--- config.mk ---
export PLATFORM = sky130hd
export DESIGN_NAME = bsearch_rr_sched
export DESIGN_NICKNAME = d
export VERILOG_FILES = /design/src/rtl/bsearch_pkg.sv /design/src/rtl/rr_arbiter.sv /design/src/rtl/bsearch_rr_sched.sv
export SDC_FILE = /design/constraint.sdc
export NUM_CORES = 1
export LEC_CHECK = 0
export BUFFER_PORTS_ARGS = -buffer_cell sky130_fd_sc_hd__buf_2
export CAP_MARGIN = 40
export CORE_UTILIZATION = 59
export DETAILED_ROUTE_END_ITERATION = 7
export PLACE_DENSITY_LB_ADDON = 0.1
export SYNTH_ARGS = -nofsm -noshare
export SYNTH_HDL_FRONTEND = slang
export SYNTH_SLANG_ARGS = --single-unit
--- constraint.sdc ---
create_clock -name clk -period 9.11 [get_ports clk]
set_input_delay 1.822 -clock clk [delete_from_list [all_inputs] [get_ports clk]]
set_output_delay 1.822 -clock clk [all_outputs]
set_load 0.05 [all_outputs]
--- src/rtl/bsearch_pkg.sv ---
// Shared types and defaults for the scheduled binary-search engine.
package bsearch_pkg;

  typedef enum logic [1:0] {
    ST_IDLE    = 2'd0,
    ST_ISSUE   = 2'd1,
    ST_COMPARE = 2'd2,
    ST_RESP    = 2'd3
  } state_t;

  localparam int NREQ_DEF = 4;
  localparam int DW_DEF   = 8;
  localparam int AW_DEF   = 4;

  function automatic int id_width(input int n);
    return (n > 1) ? $clog2(n) : 1;
  endfunction

endpackage

--- src/rtl/rr_arbiter.sv ---
// Combinational rotating-priority arbiter: the slot just after ptr has highest priority.
module rr_arbiter
  import bsearch_pkg::*;
#(
  parameter int NREQ = NREQ_DEF,
  parameter int IDW  = id_width(NREQ_DEF)
) (
  input  logic [NREQ-1:0] req,
  input  logic [IDW-1:0]  ptr,
  input  logic            en,
  output logic [NREQ-1:0] grant,
  output logic [IDW-1:0]  id
);

  logic           found_s;
  logic [IDW-1:0] idx_s;

  // Walk the slots after ptr, wrapping, and take the first asserted request.
  always_comb begin
    grant   = '0;
    id      = '0;
    found_s = 1'b0;
    idx_s   = '0;
    for (int off = 1; off <= NREQ; off++) begin
      idx_s = IDW'((int'(ptr) + off) % NREQ);
      if (en && !found_s && req[idx_s]) begin
        found_s      = 1'b1;
        grant[idx_s] = 1'b1;
        id           = idx_s;
      end else begin
        found_s = found_s;
      end
    end
  end

endmodule

--- src/rtl/bsearch_rr_sched.sv ---
// Round-robin scheduled binary-search engine over a sorted single-read-port table.
module bsearch_rr_sched
  import bsearch_pkg::*;
#(
  parameter int NREQ = NREQ_DEF,
  parameter int DW   = DW_DEF,
  parameter int AW   = AW_DEF
) (
  input  logic                      clk,
  input  logic                      rst,
  input  logic [NREQ-1:0]           req,
  input  logic [NREQ*DW-1:0]        key,
  output logic [NREQ-1:0]           grant,
  output logic                      mem_rd,
  output logic [AW-1:0]             mem_addr,
  input  logic [DW-1:0]             mem_rdata,
  output logic                      busy,
  output logic                      rsp_valid,
  output logic [id_width(NREQ)-1:0] rsp_id,
  output logic                      rsp_found,
  output logic [AW:0]               rsp_index
);

  localparam int IDW = id_width(NREQ);
  localparam logic [AW-1:0] TOP_ADDR = {AW{1'b1}};
  localparam logic [AW-1:0] ONE_A    = AW'(1);
  localparam logic [AW:0]   ONE_W    = (AW+1)'(1);

  state_t         state_r, state_s;
  logic [IDW-1:0] ptr_r, win_id_s, id_r;
  logic           arb_en_s, hit_s, less_s, last_s;
  logic [DW-1:0]  key_r;
  logic [AW-1:0]  low_r, high_r, low_s, high_s, mid_s;
  logic [AW:0]    sum_s, index_s;
  logic           found_s;

  // Arbitration is only live in IDLE and never while reset is asserted.
  assign arb_en_s = (state_r == ST_IDLE) && rst;

  rr_arbiter #(.NREQ(NREQ), .IDW(IDW)) u_arb (
    .req   (req),
    .ptr   (ptr_r),
    .en    (arb_en_s),
    .grant (grant),
    .id    (win_id_s)
  );

  // mem_addr holds the current probe address, so it doubles as mid in COMPARE.
  assign hit_s  = (mem_rdata == key_r);
  assign less_s = (key_r < mem_rdata);
  assign last_s = hit_s || (less_s ? (mem_addr == low_r) : (mem_addr == high_r));

  // Next-state logic.
  always_comb begin
    state_s = state_r;
    case (state_r)
      ST_IDLE:    if (|grant) state_s = ST_ISSUE; else state_s = ST_IDLE;
      ST_ISSUE:   state_s = ST_COMPARE;
      ST_COMPARE: if (last_s) state_s = ST_RESP; else state_s = ST_ISSUE;
      ST_RESP:    state_s = ST_IDLE;
      default:    state_s = ST_IDLE;
    endcase
  end

  // Search window update and result selection.
  always_comb begin
    low_s   = low_r;
    high_s  = high_r;
    found_s = 1'b0;
    index_s = {1'b0, mem_addr};
    case (state_r)
      ST_IDLE: begin
        if (|grant) begin
          low_s  = '0;
          high_s = TOP_ADDR;
        end else begin
          low_s  = low_r;
        end
      end
      ST_COMPARE: begin
        if (hit_s) begin
          found_s = 1'b1;
        end else if (less_s) begin
          if (mem_addr == low_r) index_s = {1'b0, low_r};
          else                   high_s  = mem_addr - ONE_A;
        end else begin
          if (mem_addr == high_r) index_s = {1'b0, mem_addr} + ONE_W;
          else                    low_s   = mem_addr + ONE_A;
        end
      end
      default: found_s = 1'b0;
    endcase
  end

  // Midpoint at AW+1 bits so low+high cannot wrap.
  assign sum_s = {1'b0, low_s} + {1'b0, high_s};
  assign mid_s = AW'(sum_s >> 1);

  // State, datapath and registered outputs.
  always_ff @(posedge clk) begin
    if (!rst) begin
      state_r   <= ST_IDLE;
      ptr_r     <= IDW'(NREQ - 1);
      key_r     <= '0;
      id_r      <= '0;
      low_r     <= '0;
      high_r    <= '0;
      mem_rd    <= 1'b0;
      mem_addr  <= '0;
      busy      <= 1'b0;
      rsp_valid <= 1'b0;
      rsp_id    <= '0;
      rsp_found <= 1'b0;
      rsp_index <= '0;
    end else begin
      state_r   <= state_s;
      low_r     <= low_s;
      high_r    <= high_s;
      mem_rd    <= (state_s == ST_ISSUE);
      busy      <= (state_s != ST_IDLE);
      rsp_valid <= (state_s == ST_RESP);
      if (|grant) begin
        key_r <= key[int'(win_id_s)*DW +: DW];
        id_r  <= win_id_s;
        ptr_r <= win_id_s;
      end
      if (state_s == ST_ISSUE) mem_addr <= mid_s;
      if (state_s == ST_RESP) begin
        rsp_id    <= id_r;
        rsp_found <= found_s;
        rsp_index <= index_s;
      end
    end
  end

endmodule

==> impl_metrics.toml, run 1 <==
[clocking]
clock-root-buffer = "clkbuf_8"
post_cts_buffers = 0
numCtsBuffers = 5
cts_hold_buf = 0
tritoncts = "done"
clk_pin_slew_ns = 0.08
htree_levels = 2
cts_resized = 0
cts_max_path_buffers = 2
clk_latency_ns = 0.29
numClockSinks = 37

[routing]
viasPerCell = 5.61
drcViolationCount = 0
drt_iter0_markers = 134
vias = 2558
wl_per_cell_um = 14.5
ant_nets = 0
dr.pass1.iters = 4
routed_wl_um = 6600

[sta]
fin_worst_skew_ns = 0.00275
max_freq_mhz = 174
maxSlewHeadroom_pct = 37.7
setup_viol = 0
post-route-period-util_pct = 63.1
fin_tns_setup_ns = 0
holdWs_ns = 0.482
fin_crit_ns = 5.74
slew_violations = 0
tightest_slew_ns = 0.928
rsz0062_at_grt = "no"
hold_viol = 0

[synth]
synth.avg_cell_area_um2 = 8.77
synthCells = 335
ys_types = 60
syn_area_um2 = 2940
syn_nets = 403
synth-main-ff-cell = "dfxtp_1"
yosysSeqAreaShare_pct = 25.2
synth_enable_flop_cells = 0
synth_commonest_cells = "mux2i_1, dfxtp_1, nor2_1, inv_1, ha_1"
yosysTopAreaCell = "dfxtp_1"
synthArstFlopShare_pct = 0
synth_seq_cells = 37
yosysMostFrequentCell = "mux2i_1"
yosysWarnings = 0
yosys.area.top_type_share_pct = 25.2
synth_area_leaders = "dfxtp_1, mux2i_1, ha_1, nor2_1, xor2_1"

[power]
power_leakage_nw = 1.62
ir_drop_v = 0.000194
power_mw = 1.09
power_density_nw_per_um2 = 322

[global_routing]
grt_use_met3_pct = 4.72
antenna_found_initial = 0
grt_pass1_vias = 2363
grt_max_degree = 27
grt_pass1_wl_um = 10700
overflow = 0
use_met2_pct = 46.0
gr-usage-met1_pct = 32.6
grt.busiest_layer = "met2"
track_usage_pct = 26.3

[setup_path]
critical_path_peak_fanout = 14
critPathKind = "in -> out"
r2r_start = "ptr_r[0]"
worstRegToRegCells = 13
crit_path_start_kind = "input port"
crit_required_ns = 7.29
rrSetupSlack_ns = 4.74
endpoint_kind = "output port"
reg2reg_to = "mem_addr[3]"
worst_ep_arrival_time_ns = 3.92

[worst_hold_path]
holdCritPathClass = "reg -> reg"
hold_depth = 2
min_from = "id_r[0]"
whs_endpoint = "id_r[0]"

[finish]
final_core_util_pct = 71.3
drive_gt1_share_pct = 24.4
n_antenna_cell = 0
n_fill_cell = 396
syn2layout_area_growth_pct = 15.4
fin_nets = 456

[die]
die_width_um = 72.6
rows = 25
die-area_um2 = 5260
pin_count = 65
coreArea_um2 = 4750
initial_core_util_pct = 61.8
die_y_um = 72.6

[placed_design]
place_congestion = 0.865
io_buffer_count = 64
dp_hpwl_um = 4960

[status]
outcome = "finished clean"

[run]
max-cap-violations = 0
worst max-delay path: stages:
cell	delay (ns)
buf_2	0.22
or3b_1	0.57
nor4_2	0.39
nor2_1	0.12
nor2b_1	0.28
a22oi_1	0.15
o21ai_0	0.09
buf_2	0.28
stage by stage:
step / std cells / setup WS (ns) / cell area [µm²]
floorplan: 335 / 3.46 / 2940
global placement: 447 / 3.45 / 3240
detailed placement: 448 / 3.38 / 3250
CTS: 456 / 3.37 / 3390
global route: 456 / 3.18 / 3390
finish: 456 / 3.37 / 3390
per-layer routing:
metal	wire (µm)	part of all wire [%]	vias to the layer above
met4	95	1.4	0
li1	-	-	1297
met3	242	3.7	12
met1	3030	46	1192
met5	0	0	-
met2	3230	49	57
area by class of cell:
class / count / area, µm² / share of cell area (%)
Multi-Input combinational cell: 255 / 2000 / 58.9
Sequential cell: 37 / 741 / 21.9
Timing Repair Buffer: 66 / 343 / 10.1
Inverter: 23 / 86.3 / 2.55
Tap cell: 67 / 83.8 / 2.47
Clock buffer: 5 / 68.8 / 2.03
Clock inverter: 3 / 68.8 / 2.03
worst max path at each step:
stage / startpoint / to / slack, ns / cells after the start
finish: rst / grant[0] / 3.37 / 8
detailed placement: rst / grant[0] / 3.38 / 8
global placement: rst / grant[2] / 3.45 / 8
floorplan: req[2] / grant[0] / 3.46 / 5
global route: rst / grant[0] / 3.18 / 8
CTS: rst / grant[0] / 3.37 / 8
report_power, final:
| group | leakage, nW | switching [mW] | total [mW] | internal (mW) |
|---|---|---|---|---|
| combinational | 1.25 | 0.391 | 0.655 | 0.264 |
| sequential | 0.303 | 0.0574 | 0.264 | 0.207 |
| clock | 0.0687 | 0.0629 | 0.173 | 0.110 |
logic make-up (layout without fill, tap and decap cells):
group	Yosys count	count (layout)	synth area share [%]
multiplexers	47	47	18.1
flip-flops	37	37	25.2
XOR/XNOR	16	16	4.77
adder cells (fa/ha/maj)	22	22	9.63
buffers and inverters	43	97	7.20
AO/OA/AOI/OAI	68	68	17.4
AND/OR/NAND/NOR	102	102	17.7
registers in the layout (all words and copies together), names as in the netlist:
signal and flops:
ptr_r 2, rsp_found 1, rsp_index 5, low_r 4
mem_addr 4, high_r 4, state_r 2, rsp_id 2
mem_rd 1, busy 1, key_r 8, id_r 2
rsp_valid 1
cells in the final DEF, fill, tap and decap left out, types with 3 or more instances in the layout:
cell,netlist,routed
nand3_1,5,5
nor2b_1,8,8
mux2i_1,38,38
mux4_2,3,3
buf_2,9,64
xnor2_1,3,3
nor2_1,37,37
o2bb2ai_1,3,3
ha_1,21,21
nand2_1,17,17
clkbuf_8,0,5
xor2_1,13,13
nor3_1,8,8
dfxtp_1,37,37
a21oi_1,16,16
and2_1,6,6
a211oi_1,4,3
inv_1,22,22
o21ai_0,10,10
mux2_2,5,5
a22oi_1,11,11
or3_1,3,3
Note: power is estimated with default switching activity, not from simulation.
==> inputs of run 2 (changes only) <==
--- a/config.mk
+++ b/config.mk
@@ -5,9 +5,10 @@
 export SDC_FILE = /design/constraint.sdc
 export NUM_CORES = 1
 export LEC_CHECK = 0
+export ABC_AREA = 1
 export BUFFER_PORTS_ARGS = -buffer_cell sky130_fd_sc_hd__buf_2
 export CAP_MARGIN = 40
-export CORE_UTILIZATION = 59
+export CORE_UTILIZATION = 49
 export DETAILED_ROUTE_END_ITERATION = 7
 export PLACE_DENSITY_LB_ADDON = 0.1
 export SYNTH_ARGS = -nofsm -noshare
==> constraint.sdc (replaced) <==
create_clock -name clk -period 5.18 [get_ports clk]
set_input_delay 1.036 -clock clk [delete_from_list [all_inputs] [get_ports clk]]
set_output_delay 1.036 -clock clk [all_outputs]
set_load 0.05 [all_outputs]
==> run 2 against run 1 <==
Power grew 85%. Clock skew grew 0.0016 ns. Sequential power grew 72%. Setup slack lost 2.1 ns. Via count grew 9.5%. Sequential share of layout area grew 1.1 points. Hold slack lost 0.011 ns. Non-clock buffer count shrank 2. Critical path depth grew 16. Synthesized area shrank 5.7%. Critical endpoint is now mem_addr[2]. Largest cell class unchanged.
==> impl_metrics.toml, run 2 <==
[clocking]
htree_levels = 2
numCtsBuffers = 5
post_cts_buffers = 0
clk_pin_slew_ns = 0.08
clock-root-buffer = "clkbuf_8"
cts_resized = 0
clk_latency_ns = 0.30
cts_max_path_buffers = 2
tritoncts = "done"
numClockSinks = 37
cts_hold_buf = 0

[sta]
maxSlewHeadroom_pct = 64.5
rsz0062_at_grt = "no"
fin_tns_setup_ns = 0
fin_worst_skew_ns = 0.00437
hold_viol = 0
slew_violations = 0
setup_viol = 0
tightest_slew_ns = 0.531
fin_crit_ns = 3.87
max_freq_mhz = 259
post-route-period-util_pct = 74.7
holdWs_ns = 0.471

[synth]
synth-xor-area-share_pct = 4.11
ys_types = 36
synth-main-ff-cell = "dfxtp_1"
yosys.area.top_type_share_pct = 26.8
synth_compound_area_share_pct = 18.0
synth_seq_cells = 37
synth_top_family_by_area = "simple AND/OR/NAND/NOR gates"
syn_area_um2 = 2770
yosysTopAreaCell = "dfxtp_1"
synth_enable_flop_cells = 0
yosys.area_share.simple_pct = 31.4
synthAdderAreaFrac_pct = 10.2
synthCells = 401
synth_area_leaders = "dfxtp_1, nand2_1, ha_1, inv_1, a21oi_1"
yosysSeqAreaShare_pct = 26.8
synth.avg_cell_area_um2 = 6.91
yosysMostFrequentCell = "nand2_1"
synth_commonest_cells = "nand2_1, inv_1, nor2_1, dfxtp_1, a21oi_1"
synthArstFlopShare_pct = 0
yosysWarnings = 0
syn_nets = 469
synthMuxAreaShare_pct = 0

[finish]
fin_cells = 534
drive_gt1_share_pct = 22.7
final_cell_mix = "nand2_1, buf_2, inv_1, nor2_1, dfxtp_1"
finalInstanceArea_um2 = 3220
largest_reg_flops = 8
syn2layout_area_growth_pct = 16.4
regMostFlops = "key_r"
fin_nets = 529
n_antenna_cell = 0
reg.largest.list = "key_r (8), rsp_index (5)"
final_common_cell = "nand2_1"
n_fill_cell = 547

[setup_path]
worstPathCellList = "inv_2 -> ha_1 -> inv_1 -> nand3_2 -> nand2_4 -> nor2_2 -> nand2_1 -> nand2_1 -> clkinv_1 -> nand3_2 -> nor2_2 -> nand2_2 -> inv_2 -> nand2_4 -> o22ai_1 -> inv_1 -> ha_1 -> nand2_1 -> inv_1 -> nand3_2 -> nand3_1 -> nand2_1 -> nor2_1 -> nor2_1"
reg2reg_to = "mem_addr[2]"
rrSetupSlack_ns = 1.31
max_stage_delay_ns = 0.56
crit_top_cell = "nand2_1"
r2r_start = "ptr_r[0]"
critical_path_peak_fanout = 14
crit_path_top_delay_cell = "dfxtp_1"
worst_ep_arrival_time_ns = 4.06
worst-path-buf-inv = 6
crit_required_ns = 5.37
crit_path_start_kind = "register"
critPathKind = "reg -> reg"
worstRegToRegCells = 24
endpoint_kind = "register"
cpLargestDelayFamily = "simple AND/OR/NAND/NOR gates"

[power]
ir_drop_v = 0.000218
power_mw = 2.02
power_leakage_nw = 1.66
power_density_nw_per_um2 = 627

[routing]
wl_per_cell_um = 12.6
drt_iter0_markers = 230
viasPerCell = 5.25
vias = 2802
drcViolationCount = 0
ant_nets = 0
dr.pass1.iters = 4
routed_wl_um = 6720

[global_routing]
track_usage_pct = 24.4
grt_pass1_vias = 2624
grt_max_degree = 25
overflow = 0
grt_pass1_wl_um = 11800
antenna_found_initial = 0

[die]
die_width_um = 77.2
die-area_um2 = 5960
pin_count = 65
die_y_um = 77.2
initial_core_util_pct = 50.6
coreArea_um2 = 5470
rows = 27

[placed_design]
place_congestion = 0.909
detailed_place.area_um2 = 3110
dpl.cell_count = 526
dp_hpwl_um = 5150
io_buffer_count = 64

[worst_hold_path]
hold_depth = 2
whs_endpoint = "rsp_id[0]"
min_from = "id_r[0]"
holdCritPathClass = "reg -> reg"

[status]
outcome = "finished clean"

[run]
max-cap-violations = 0
==> run 2: final cells by class <==
class                      instances  area, µm²  share of cell area, %
inverter                          52        195                   6.06
tap                               72       90.1                   2.80
timing repair buffer              64        320                   9.94
sequential                        37        741                   23.0
clock inverter                     2       38.8                   1.20
multi-input combinational        301       1760                   54.8
clock buffer                       6       72.6                   2.25
==> run 2: worst register-to-register path: stages, from the launching register on <==
cell and delay (ns):
dfxtp_1 0.56, inv_2 0.21, ha_1 0.40, inv_1 0.14, nand3_2 0.11, nand2_4 0.11, nor2_2 0.08, nand2_1 0.06
nand2_1 0.07, clkinv_1 0.06, nand3_2 0.07, nor2_2 0.18, nand2_2 0.18, inv_2 0.23, nand2_4 0.13, o22ai_1 0.26
inv_1 0.08, ha_1 0.35, nand2_1 0.07, inv_1 0.06, nand3_2 0.09, nand3_1 0.09, nand2_1 0.05, nor2_1 0.08
nor2_1 0.04
==> run 2: worst max-delay path by stage <==
stage	start	cells after the start	endpoint	slack, ns
2_1_floorplan	req[2]	22	mem_addr[2]	1.75
3_3_place_gp	rst	22	mem_addr[2]	1.35
3_5_place_dp	rst	22	mem_addr[2]	1.21
4_1_cts	ptr_r[0]	24	mem_addr[2]	1.37
5_1_grt	ptr_r[0]	22	mem_addr[2]	0.93
6_report	ptr_r[0]	24	mem_addr[2]	1.31
==> run 2: stage by stage <==
step                util (%)  setup slack [ns]
finish                  58.9              1.31
global placement        56.8              1.35
detailed placement      56.8              1.21
global route            58.9             0.930
CTS                     58.9              1.37
floorplan                  -              1.75
==> run 2: where the power goes <==
part           internal, mW  total, mW  switching (mW)
sequential            0.366      0.453          0.0872
combinational         0.411       1.31           0.900
clock                 0.145      0.255           0.110
total                 0.921       2.02            1.10
==> run 2: layer usage <==
layer | up-vias | global-route usage (%) | wire length (µm)
met5 | - | 0 | 0
met4 | 0 | 4.91 | 55
met3 | 7 | 4.64 | 279
met2 | 71 | 39.6 | 3040
met1 | 1279 | 33.5 | 3350
li1 | 1445 | - | -
==> run 2: cell families after synthesis <==
logic type	after synthesis
AOI/OAI and AO/OA	83
xor gates and xnor gates	13
DFF	37
adders and majority gates	22
buffers and inverters	63
and+or+nand+nor	183
